===== config.mk =====
export PLATFORM = sky130hd
export DESIGN_NAME = uart_tx_fifo
export DESIGN_NICKNAME = d
export VERILOG_FILES = /design/src/rtl/uart_pkg.sv /design/src/rtl/sync_fifo.sv /design/src/rtl/uart_tx_fifo.sv
export SDC_FILE = /design/constraint.sdc
export NUM_CORES = 1
export LEC_CHECK = 0
export CAP_MARGIN = 20
export CORE_ASPECT_RATIO = 0.7
export CORE_UTILIZATION = 30
export CTS_CLUSTER_DIAMETER = 150
export DETAILED_ROUTE_END_ITERATION = 10
export DONT_BUFFER_PORTS = 1
export PLACE_DENSITY = 0.55
export SYNTH_ARGS = -nofsm -noshare
export SYNTH_HDL_FRONTEND = slang
export SYNTH_SLANG_ARGS = --single-unit

===== constraint.sdc =====
create_clock -name clk -period 2.23 [get_ports clk]
set_input_delay 0.5575 -clock clk [delete_from_list [all_inputs] [get_ports clk]]
set_output_delay 0.5575 -clock clk [all_outputs]
set_load 0.05 [all_outputs]

===== src/rtl/uart_pkg.sv =====
// Shared UART definitions: frame-format constants and the serializer state
// encoding, common to the transmit path and any receiver reusing bit timing.
package uart_pkg;

    localparam int   UART_DATA_BITS  = 8;
    localparam int   UART_STOP_BITS  = 1;
    localparam logic UART_IDLE_LEVEL = 1'b1;

    typedef enum logic [1:0] {
        IDLE  = 2'd0,
        START = 2'd1,
        DATA  = 2'd2,
        STOP  = 2'd3
    } uart_state_t;

endpackage


===== src/rtl/sync_fifo.sv =====
// Synchronous first-word-fall-through FIFO.
// Ports:
//   clk, rst_n       clock, asynchronous active-low reset (control only)
//   wr_en, wr_data   write request and data; ignored while full
//   rd_en, rd_data   pop request; rd_data shows the head whenever not empty
//   full, empty      registered occupancy flags
//   count            number of stored entries
module sync_fifo #(
    parameter int WIDTH = 8,
    parameter int DEPTH = 16
) (
    input  logic                     clk,
    input  logic                     rst_n,
    input  logic                     wr_en,
    input  logic [WIDTH-1:0]         wr_data,
    input  logic                     rd_en,
    output logic [WIDTH-1:0]         rd_data,
    output logic                     full,
    output logic                     empty,
    output logic [$clog2(DEPTH):0]   count
);

    localparam int AW = $clog2(DEPTH);
    localparam int CW = AW + 1;

    logic [WIDTH-1:0] mem [DEPTH];
    logic [AW-1:0]    wr_ptr;
    logic [AW-1:0]    rd_ptr;
    logic [CW-1:0]    count_nxt;
    logic             wr_ok;
    logic             rd_ok;

    // Flags are registered, so a pop in this cycle never frees a slot for a
    // write in the same cycle.
    assign wr_ok   = wr_en && !full;
    assign rd_ok   = rd_en && !empty;
    assign rd_data = mem[rd_ptr];

    always_comb begin
        count_nxt = count;
        if (wr_ok && !rd_ok)
            count_nxt = count + CW'(1);
        else if (rd_ok && !wr_ok)
            count_nxt = count - CW'(1);
    end

    always_ff @(posedge clk) begin
        if (wr_ok)
            mem[wr_ptr] <= wr_data;
    end

    // Power-of-two depth lets the pointers wrap by natural overflow.
    always_ff @(posedge clk or negedge rst_n) begin
        if (!rst_n) begin
            wr_ptr <= '0;
            rd_ptr <= '0;
            count  <= '0;
            full   <= 1'b0;
            empty  <= 1'b1;
        end else begin
            if (wr_ok)
                wr_ptr <= wr_ptr + AW'(1);
            if (rd_ok)
                rd_ptr <= rd_ptr + AW'(1);
            count <= count_nxt;
            full  <= (count_nxt == CW'(DEPTH));
            empty <= (count_nxt == '0);
        end
    end

endmodule


===== src/rtl/uart_tx_fifo.sv =====
// Buffered 8N1 UART transmitter: queues strobed bytes and serializes them
// LSB first, back to back when the queue stays non-empty.
// Ports:
//   clk, rst_n        clock, asynchronous active-low reset
//   transmit, tx_byte one-cycle enqueue request and its byte
//   tx                registered serial line, idles high
//   is_transmitting   frame on the line or bytes waiting
//   fifo_full/empty   queue occupancy flags
//   overflow          one-cycle pulse when a request hit a full queue
module uart_tx_fifo
    import uart_pkg::*;
#(
    parameter int baud_rate    = 9600,
    parameter int sys_clk_freq = 12000000,
    parameter int fifo_depth   = 16
) (
    input  logic       clk,
    input  logic       rst_n,
    input  logic       transmit,
    input  logic [7:0] tx_byte,
    output logic       tx,
    output logic       is_transmitting,
    output logic       fifo_full,
    output logic       fifo_empty,
    output logic       overflow
);

    localparam int CLKS_PER_BIT = sys_clk_freq / baud_rate;
    localparam int BCNT_W       = (CLKS_PER_BIT > 1) ? $clog2(CLKS_PER_BIT) : 1;
    localparam int CNT_W        = $clog2(fifo_depth) + 1;

    uart_state_t       state;
    logic [BCNT_W-1:0] bcnt;
    logic [2:0]        bit_idx;
    logic [7:0]        shift;
    logic [7:0]        head;
    logic [CNT_W-1:0]  fifo_count;
    logic              bit_done;
    logic              pop;

    sync_fifo #(
        .WIDTH (8),
        .DEPTH (fifo_depth)
    ) u_fifo (
        .clk     (clk),
        .rst_n   (rst_n),
        .wr_en   (transmit),
        .wr_data (tx_byte),
        .rd_en   (pop),
        .rd_data (head),
        .full    (fifo_full),
        .empty   (fifo_empty),
        .count   (fifo_count)
    );

    assign bit_done = (bcnt == BCNT_W'(CLKS_PER_BIT - 1));

    // Pop from IDLE, or at the last stop cycle so the next start bit follows
    // without an idle gap.
    assign pop = !fifo_empty &&
                 ((state == IDLE) || ((state == STOP) && bit_done));

    always_ff @(posedge clk) begin
        if (pop)
            shift <= head;
        else if ((state == DATA) && bit_done)
            shift <= {1'b0, shift[7:1]};
    end

    // tx is registered from the current state, so it trails the state by one
    // cycle; every bit still lasts exactly CLKS_PER_BIT cycles.
    always_ff @(posedge clk or negedge rst_n) begin
        if (!rst_n) begin
            state           <= IDLE;
            bcnt            <= '0;
            bit_idx         <= '0;
            tx              <= UART_IDLE_LEVEL;
            is_transmitting <= 1'b0;
            overflow        <= 1'b0;
        end else begin
            overflow        <= transmit && fifo_full;
            // fifo_count is zero exactly when fifo_empty is set.
            is_transmitting <= (state != IDLE) || (fifo_count != '0);

            unique case (state)
                IDLE:  tx <= UART_IDLE_LEVEL;
                START: tx <= 1'b0;
                DATA:  tx <= shift[0];
                STOP:  tx <= UART_IDLE_LEVEL;
                default: tx <= UART_IDLE_LEVEL;
            endcase

            if (state == IDLE || bit_done)
                bcnt <= '0;
            else
                bcnt <= bcnt + BCNT_W'(1);

            unique case (state)
                IDLE: begin
                    if (!fifo_empty)
                        state <= START;
                end
                START: begin
                    if (bit_done) begin
                        bit_idx <= '0;
                        state   <= DATA;
                    end
                end
                DATA: begin
                    if (bit_done) begin
                        if (bit_idx == 3'(UART_DATA_BITS - 1))
                            state <= STOP;
                        else
                            bit_idx <= bit_idx + 3'd1;
                    end
                end
                STOP: begin
                    if (bit_done)
                        state <= fifo_empty ? IDLE : START;
                end
                default: state <= IDLE;
            endcase
        end
    end

endmodule


# --- Word level (Yosys, flattened, before mapping) ---
# Memory sizes are Yosys's and may differ from the RTL's.
# Index checks and enable logic that the tools add are counted.
# Widths: inputs -> output; s select.
classes:
  eq_ne: 12
  add_sub_neg: 6
  n_mul: 0
  shift: 0
  n_mux: 19
  n_reduce_logical: 24
  n_div: 0
  order_cmp: 0
  n_bitwise: 0
ops:
  columns: ["op", "count"]
  rows:
  - ["$mux 8", 2]
  - ["$add 11x1->11 const B", 1]
  - ["$eq 11x11->1 const B", 1]
  - ["$mux 11", 1]
  - ["$mux 2", 5]
  - ["$mux 5", 2]
  - ["$ne 2x2->1 const B", 5]
  - ["$mux 3", 3]
  - ["$add 4x1->4 const B", 2]
  - ["$logic_and 1x1->1", 8]
  - ["$pmux 2 s4", 1]
  - ["$pmux 3 s2", 1]
  - ["$reduce_bool 2->1", 3]
  - ["$add 5x1->5 const B", 1]
  - ["$eq 5x5->1 const B", 1]
  - ["$logic_not 5->1", 1]
  - ["$reduce_and 5->1", 1]
  - ["$reduce_bool 5->1", 1]
  - ["$sub 5x1->5 const B", 1]
  - ["$eq 2x2->1 const B", 2]
  - ["$logic_not 1->1", 4]
  - ["$reduce_and 4->1", 1]
  - ["$add 3x1->3 const B", 1]
  - ["$eq 3x3->1 const B", 1]
  - ["7 further kinds", 11]
totals:
  rom_bits: 0
  elab_cells: 74
  latch_bits: 0
  memories: 1
  ram_bits: 128
  inputBits: 11
  output_inout_bits: 5
  regBits: 42
memory_table:
  columns: ["name", "depth", "width", "rd", "rd_ports_with_merged_regs", "wr", "line_no", "rtl"]
  rows:
  - ["u_fifo.mem", 16, 8, 1, 0, 1, "sync_fifo.sv:26", "logic [WIDTH-1:0] mem [DEPTH];"]

# --- Logic depth before layout (Yosys ltp) ---
# Gate-level depths: netlist (run 1).
depth:
  depth_word: 9
  mapped_depth: 9
  ltp_nobuf: 8

# --- Modules after synthesis ---
# From an unflattened synthesis (run 1), not the netlist that was laid out.
unflattened:
  cells_unflattened: 417
  hier_area_um2: 7234.4
by_module_without_submodules:
  columns: ["mod", "instances", "cells_each", "area_each_um2"]
  rows:
  - ["sync_fifo", 1, 295, 5828.1]
  - ["uart_tx_fifo", 1, 122, 1406.3]

# --- Least setup slack after synthesis (run 1) ---
# No wires, ideal clock.
synth_path:
  kind: "reg-to-reg"
  from: "register u_fifo.rd_ptr[0]"
  to: "register shift[2] (data pin)"
  setup_slack_ps: 111
  setup_time_ps: 260
  n_path_buf: 2
  stages_incl_launch_ff: 6
  arrival_ps: 1858
  cell_sequence: "dfrtp_1 > buf_6 > buf_12 > mux4_1 > mux4_2 > mux2_4"
synth_between:
  elab_chain_len: 2
synth_lines:
  columns: ["item", "line_no", "rtl"]
  rows:
  - ["from (decl)", "sync_fifo.sv:28", "logic [AW-1:0] rd_ptr;"]
  - ["from (signal assigned)", "sync_fifo.sv:64", "rd_ptr <= rd_ptr + AW'(1);"]
  - ["$mem_v2 16x8", null, null]
  - ["$mux 8", "uart_tx_fifo.sv:64", "if (pop)"]
  - ["to (signal assigned)", "uart_tx_fifo.sv:67", "shift <= {1'b0, shift[7:1]};"]
  - ["to (decl)", "uart_tx_fifo.sv:35", "logic [7:0] shift;"]
# Every way passes these cells.
# A chain may end at the register's enable or synchronous reset.

# --- Worst setup path in the final report (run 1) ---
# Ends and elaborated chain as after synthesis.

==> results of run 1 <==
stage by stage:
stage | cells | setup WS, ns | power [mW] | hold slack [ns]
2_1_floorplan | 389 | 0.111 | 4.49 | 0.262
3_3_place_gp | 720 | 0.0716 | 4.81 | 0.263
3_5_place_dp | 720 | 0.0564 | 4.86 | 0.263
4_1_cts | 754 | 0.0431 | 7.87 | 0.197
5_1_grt | 754 | -0.00702 | 8.12 | 0.189
6_report | 754 | 0.0513 | 7.80 | 0.218
path summary, 6_finish.rpt:
kind,slack [ns],startpoint,end,cells past startpoint
max in group asynchronous,1.39,rst_n,tx$_DFF_PN1_,2
min,0.22,tx_byte[4],u_fifo.mem[10][4]$_DFFE_PP_,0
max,0.05,u_fifo.rd_ptr[0]$_DFFE_PN0P_,shift[2]$_DFFE_PP_,4
min reg2reg,0.52,bcnt[0]$_DFF_PN0_,bcnt[0]$_DFF_PN0_,1
min in group asynchronous,0.58,rst_n,u_fifo.count[4]$_DFF_PN0_,2
max reg2reg,0.05,u_fifo.rd_ptr[0]$_DFFE_PN0P_,shift[2]$_DFFE_PP_,4
power by group:
part | internal [mW] | switching [mW] | leakage [nW]
Clock | 1.70 | 1.30 | 0.297
Sequential | 3.76 | 0.173 | 1.65
Combinational | 0.353 | 0.517 | 1.02
Yosys cell counts:
cell type  count
edfxtp_1     136
dfrtp_1       32
mux4_2        22
and2_1        18
ha_1          18
mux4_1        18
nand2_1       17
nor2_1        17
o21ai_0       11
xnor2_1       11
xor2_1         9
inv_1          8
mux2_4         7
nand3_1        6
nand4_1        5
a22oi_1        4
and3_1         4
nor2b_1        4
a21oi_1        3
buf_4          3
clkbuf_1       3
buf_12         2
buf_2          2
buf_6          2
dfstp_2        2
mux2i_1        2
nor3_1         2
nor4_1         2
nor4b_2        2
o22ai_1        2
a211oi_1       1
a21o_1         1
a31oi_1        1
and2_0         1
and4_1         1
and4bb_2       1
buf_8          1
clkbuf_4       1
mux2_2         1
nand2b_1       1
nand4b_1       1
nor3b_1        1
o21ai_1        1
or2_2          1
or2b_1         1
registers in the layout, summed over array words and instances, names as in the netlist:
register and cells:
u_fifo.empty 1, is_transmitting 1, overflow 1, tx 1, state 2, u_fifo.wr_ptr 4
u_fifo.full 1, u_fifo.rd_ptr 4, shift 8, bit_idx 3, bcnt 11, u_fifo.count 5
u_fifo.mem 128
area by class of cell:
cell class,instances,area [um^2]
clock buffer,17,425
clock inverter,15,176
fill,2165,15200
inverter,8,30.0
multi-input combinational,197,2120
sequential,170,4940
tap,318,398
timing repair buffer,29,308
cells by family after synthesis:
| logic type | Yosys count | synth area share |
|---|---|---|
| XOR/XNOR | 20 | 0.0243 |
| AO/OA/AOI/OAI | 24 | 0.0193 |
| adder cells (fa/ha/maj) | 18 | 0.0312 |
| buffers and inverters | 22 | 0.0220 |
| flip-flops | 170 | 0.685 |
| multiplexers | 50 | 0.153 |
| AND/OR/NAND/NOR | 85 | 0.0649 |
what timing repair did:
action	in CTS	in global routing
endpoints found under the setup margin	0	11
hold buffers	2	0
hold endpoints to repair	34	0
resized for setup	0	7
routing by layer:
layer,global-route usage,vias to the layer above,wire length (um)
met1,0.172,1876,6920
li1,-,1596,-
met5,0,-,0
met3,0.0411,10,610
met4,0.0287,0,109
met2,0.198,55,6890
critical path, stage by stage, from the launching register on:
cell	delay (ns)
dfrtp_2	0.43
buf_12	0.19
mux4_1	0.57
mux4_2	0.47
mux2_4	0.27
==> results.cfg, run 1 <==
[sta]
setup_viol = 0
final_max_slew_viol_count = 0
fmax_mhz = 459
rsz0062_at_grt = true
finalSetupTns_ns = 0
hold_viol_final = 0
fin_crit_ns = 2.18
fin_crit_sh = 0.977
skew_ns = 0.00951
slew_headroom = 0.607
tightest_slew_ns = 0.590

[hold_path]
hold_path.class = input pin to flop

[yosys]
synth_fp_nets = 418
ys_seq_elements = 170
yosysSeqAreaShare = 0.685
synth_cell_types = 45
ys_warn_count = 0
synthesis.area_mm2 = 0.00721
synth_cells = 389
synth_top_cell_area_share = 0.567
yosys-top-cells-area = edfxtp_1, dfrtp_1, mux4_2
yosys.area.top_type = edfxtp_1
synth.avg_cell_area_um2 = 18.5

[route]
drtIter0Drc = 215
drt-total-wl_um = 14500
drc = 0
avgRoutedWirePerCell_um = 19.3
via_per_inst = 4.69
first_pass_iters = 4
antenna_left = 0
vias = 3537

[final_layout]
layout_common_cells = edfxtp_1, dfrtp_1, mux4_2
mostFrequentLayoutCell = edfxtp_1
drive_above_1_share = 0.232
final_core_util = 0.356
n_antenna_cell = 0
fin_area_mm2 = 0.00839
area_growth_pct = 16.4
nets = 452

[power]
powerDensity_mw_per_mm2 = 929
vdd_drop_max_uv = 528
power.leakage_nw = 2.97

[place]
place_congestion = 0.748
port_buffers = 0
dpl_cell_area_mm2 = 0.00776
dp_hpwl_um = 8910

[cts]
cts.sinks = 170
cts_tree = built
clkTransAtPathRegs_ns = 0.07
htree_levels = 4
clk_latency_ns = 0.43
cts_buffers = 17
root_buffer = clkbuf_16
cts_setup_buffers = 0
clock_path_buffers = 2

[global_routing]
grt_start_max_net_pins = 36
grtUsageTotal = 0.127
grt_pass1_vias = 3682
overflow = 0
grt_antenna_before_repair = 0
grt_first_pass_wirelength_um = 22700

[floorplanning]
initial_core_util = 0.306
die_w_um = 187
dieHeight_um = 132
die_area_mm2 = 0.0247
io_pins = 16
coreArea_mm2 = 0.0236
row_count = 47

[worst_setup_path]
worst_setup_path_start_kind = flop
crit_fanout = 17
arrival_ns = 2.36
crit_type = flop to flop
crit_required_ns = 2.41
endpoint_kind = flop

[outcome]
outcome = finished clean

[flow_run]
drv_cap = 0
No activity file was read; power rests on OpenSTA's default activity.
==> run 2: changes to the inputs <==
--- a/config.mk
+++ b/config.mk
@@ -5,13 +5,14 @@
 export SDC_FILE = /design/constraint.sdc
 export NUM_CORES = 1
 export LEC_CHECK = 0
+export ABC_CLOCK_PERIOD_IN_PS = 2600
 export CAP_MARGIN = 20
 export CORE_ASPECT_RATIO = 0.7
 export CORE_UTILIZATION = 30
 export CTS_CLUSTER_DIAMETER = 150
 export DETAILED_ROUTE_END_ITERATION = 10
 export DONT_BUFFER_PORTS = 1
-export PLACE_DENSITY = 0.55
+export PLACE_DENSITY = 0.54
 export SYNTH_ARGS = -nofsm -noshare
 export SYNTH_HDL_FRONTEND = slang
 export SYNTH_SLANG_ARGS = --single-unit
==> constraint.sdc (replaced) <==
create_clock -name clk -period 2.6 [get_ports clk]
set_input_delay 0.65 -clock clk [delete_from_list [all_inputs] [get_ports clk]]
set_output_delay 0.65 -clock clk [all_outputs]
set_load 0.05 [all_outputs]
==> run 2 against run 1 <==
  * Die area stayed put
  * Register-to-register slack better by 0.20 ns
  * Cell count is 1.6% lower
  * Combinational power is 21% lower
  * Routed wire length is 1.2% higher
  * Non-clock buffer count is 12 lower
  * Largest power group unchanged
  * Critical path type unchanged
  * Power is 14% lower
  * Flip-flop and latch count stayed put
  * Worst setup slack better by 0.20 ns
==> results.cfg, run 2 (same netlist as run 1, synthesis figures left out) <==
[worst_setup_path]
r2r-start = u_fifo.rd_ptr[0]$_DFFE_PN0P_
crit_required_ns = 2.78
worst_setup_path_start_kind = flop
arrival_ns = 2.53
crit_fanout = 10
endpoint_kind = flop
r2r_slack_ns = 0.25
reg2reg_depth = 4
crit_type = flop to flop
r2r-end = shift[4]$_DFFE_PP_

[sta]
setup_viol = 0
holdWs_ns = 0.0389
rsz0062_at_grt = false
fin_crit_sh = 0.905
final.setup.worst_slack_ns = 0.247
tightest_slew_ns = 0.667
final_max_slew_viol_count = 0
slew_headroom = 0.555
skew_ns = 0.0121
finalSetupTns_ns = 0
fin_crit_ns = 2.35
hold_viol_final = 0
fmax_mhz = 425

[final_layout]
largest-register = u_fifo.mem
n_antenna_cell = 0
mostFrequentLayoutCell = edfxtp_1
reg.largest.list = u_fifo.mem (128), bcnt (11), shift (8)
nets = 440
area_growth_pct = 14.8
fillCellCount = 2177
drive_above_1_share = 0.203
layout_common_cells = edfxtp_1, dfrtp_1, mux4_2
fin_area_mm2 = 0.00828
largest_reg_flops = 128

[place]
dpl_cell_area_mm2 = 0.00762
place_congestion = 0.706
place_ws_ns = 0.244
dp_hpwl_um = 8990
port_buffers = 0

[floorplanning]
initial_core_util = 0.306
row_count = 47
die_w_um = 187
io_pins = 16
die_area_mm2 = 0.0247
dieHeight_um = 132
coreArea_mm2 = 0.0236

[route]
drtIter0Drc = 279
drt-total-wl_um = 14700
vias = 3479
first_pass_iters = 4
via_per_inst = 4.69
antenna_left = 0
drc = 0
avgRoutedWirePerCell_um = 19.8

[power]
finalPower_mw = 6.69
power.leakage_nw = 2.91
powerDensity_mw_per_mm2 = 808
vdd_drop_max_uv = 362

[cts]
cts_buffers = 17
clock_path_buffers = 2
root_buffer = clkbuf_16
clkTransAtPathRegs_ns = 0.07
cts_setup_buffers = 0
cts_tree = built
clk_latency_ns = 0.44
cts.sinks = 170
htree_levels = 4

[global_routing]
grt_pass1_vias = 3482
grt_start_max_net_pins = 36
grt_first_pass_wirelength_um = 22000
grtUsageTotal = 0.125
grt_antenna_before_repair = 0
overflow = 0

[flow_run]
drv_cap = 0

[outcome]
outcome = finished clean

[hold_path]
hold_path.class = input pin to asynchronous set/reset pin
-- run 2: changes by cell type in the layout (fill, tap and decap cells not counted), sizes merged --
cell	before	now
dlygate4sd3	1	0
clkinv	4	7
bufinv	2	0
buf	28	17
inv	17	16
-- run 2: cell type report --
class	instances	area, um^2	area share
clock buffers	17	425	0.0514
clock inverters	15	209	0.0252
inverters	8	30.0	0.00363
multi-input cells	197	2110	0.255
flip-flops and latches	170	4940	0.597
well taps	318	398	0.0481
repair buffers	17	165	0.0200
-- run 2: worst max path at each step --
stage	startpoint	cells past startpoint	slack (ns)	end
after floorplan	u_fifo.rd_ptr[0]$_DFFE_PN0P_	5	0.48	shift[2]$_DFFE_PP_
after global placement	u_fifo.rd_ptr[0]$_DFFE_PN0P_	4	0.28	shift[4]$_DFFE_PP_
after detailed placement	u_fifo.rd_ptr[0]$_DFFE_PN0P_	4	0.24	shift[4]$_DFFE_PP_
after CTS	u_fifo.rd_ptr[0]$_DFFE_PN0P_	4	0.22	shift[4]$_DFFE_PP_
after global routing	u_fifo.rd_ptr[0]$_DFFE_PN0P_	4	0.16	shift[4]$_DFFE_PP_
final	u_fifo.rd_ptr[0]$_DFFE_PN0P_	4	0.25	shift[4]$_DFFE_PP_
-- run 2: layer usage --
metal	up-vias	part of all wire	global-route usage
li1	1579	-	-
met1	1821	0.47	0.171
met2	68	0.47	0.194
met3	11	0.055	0.0304
met4	0	0.011	0.0396
met5	-	0	0
-- run 2: stage by stage --
| stage | std cells | util |
|---|---|---|
| global placement | 709 | 0.323 |
| detailed placement | 709 | 0.323 |
| global route | 742 | 0.351 |
| finish | 742 | 0.351 |
| CTS | 742 | 0.351 |
| floorplan | 389 | - |
-- run 2: where the power goes --
| part | switching (mW) | internal, mW |
|---|---|---|
| logic | 0.416 | 0.270 |
| clock network | 1.29 | 1.34 |
| registers | 0.145 | 3.23 |
-- run 2: critical path, cell delays in order (launching register included) --
cell and delay, ns:
dfrtp_2 0.50, buf_4 0.28, mux4_1 0.59, mux4_2 0.46, mux2_4 0.27
-- run 2: timing repair --
action                    in CTS  in global routing
hold endpoints to repair      32                  0
hold buffers                   1                  0
gates resized for setup        0                  0
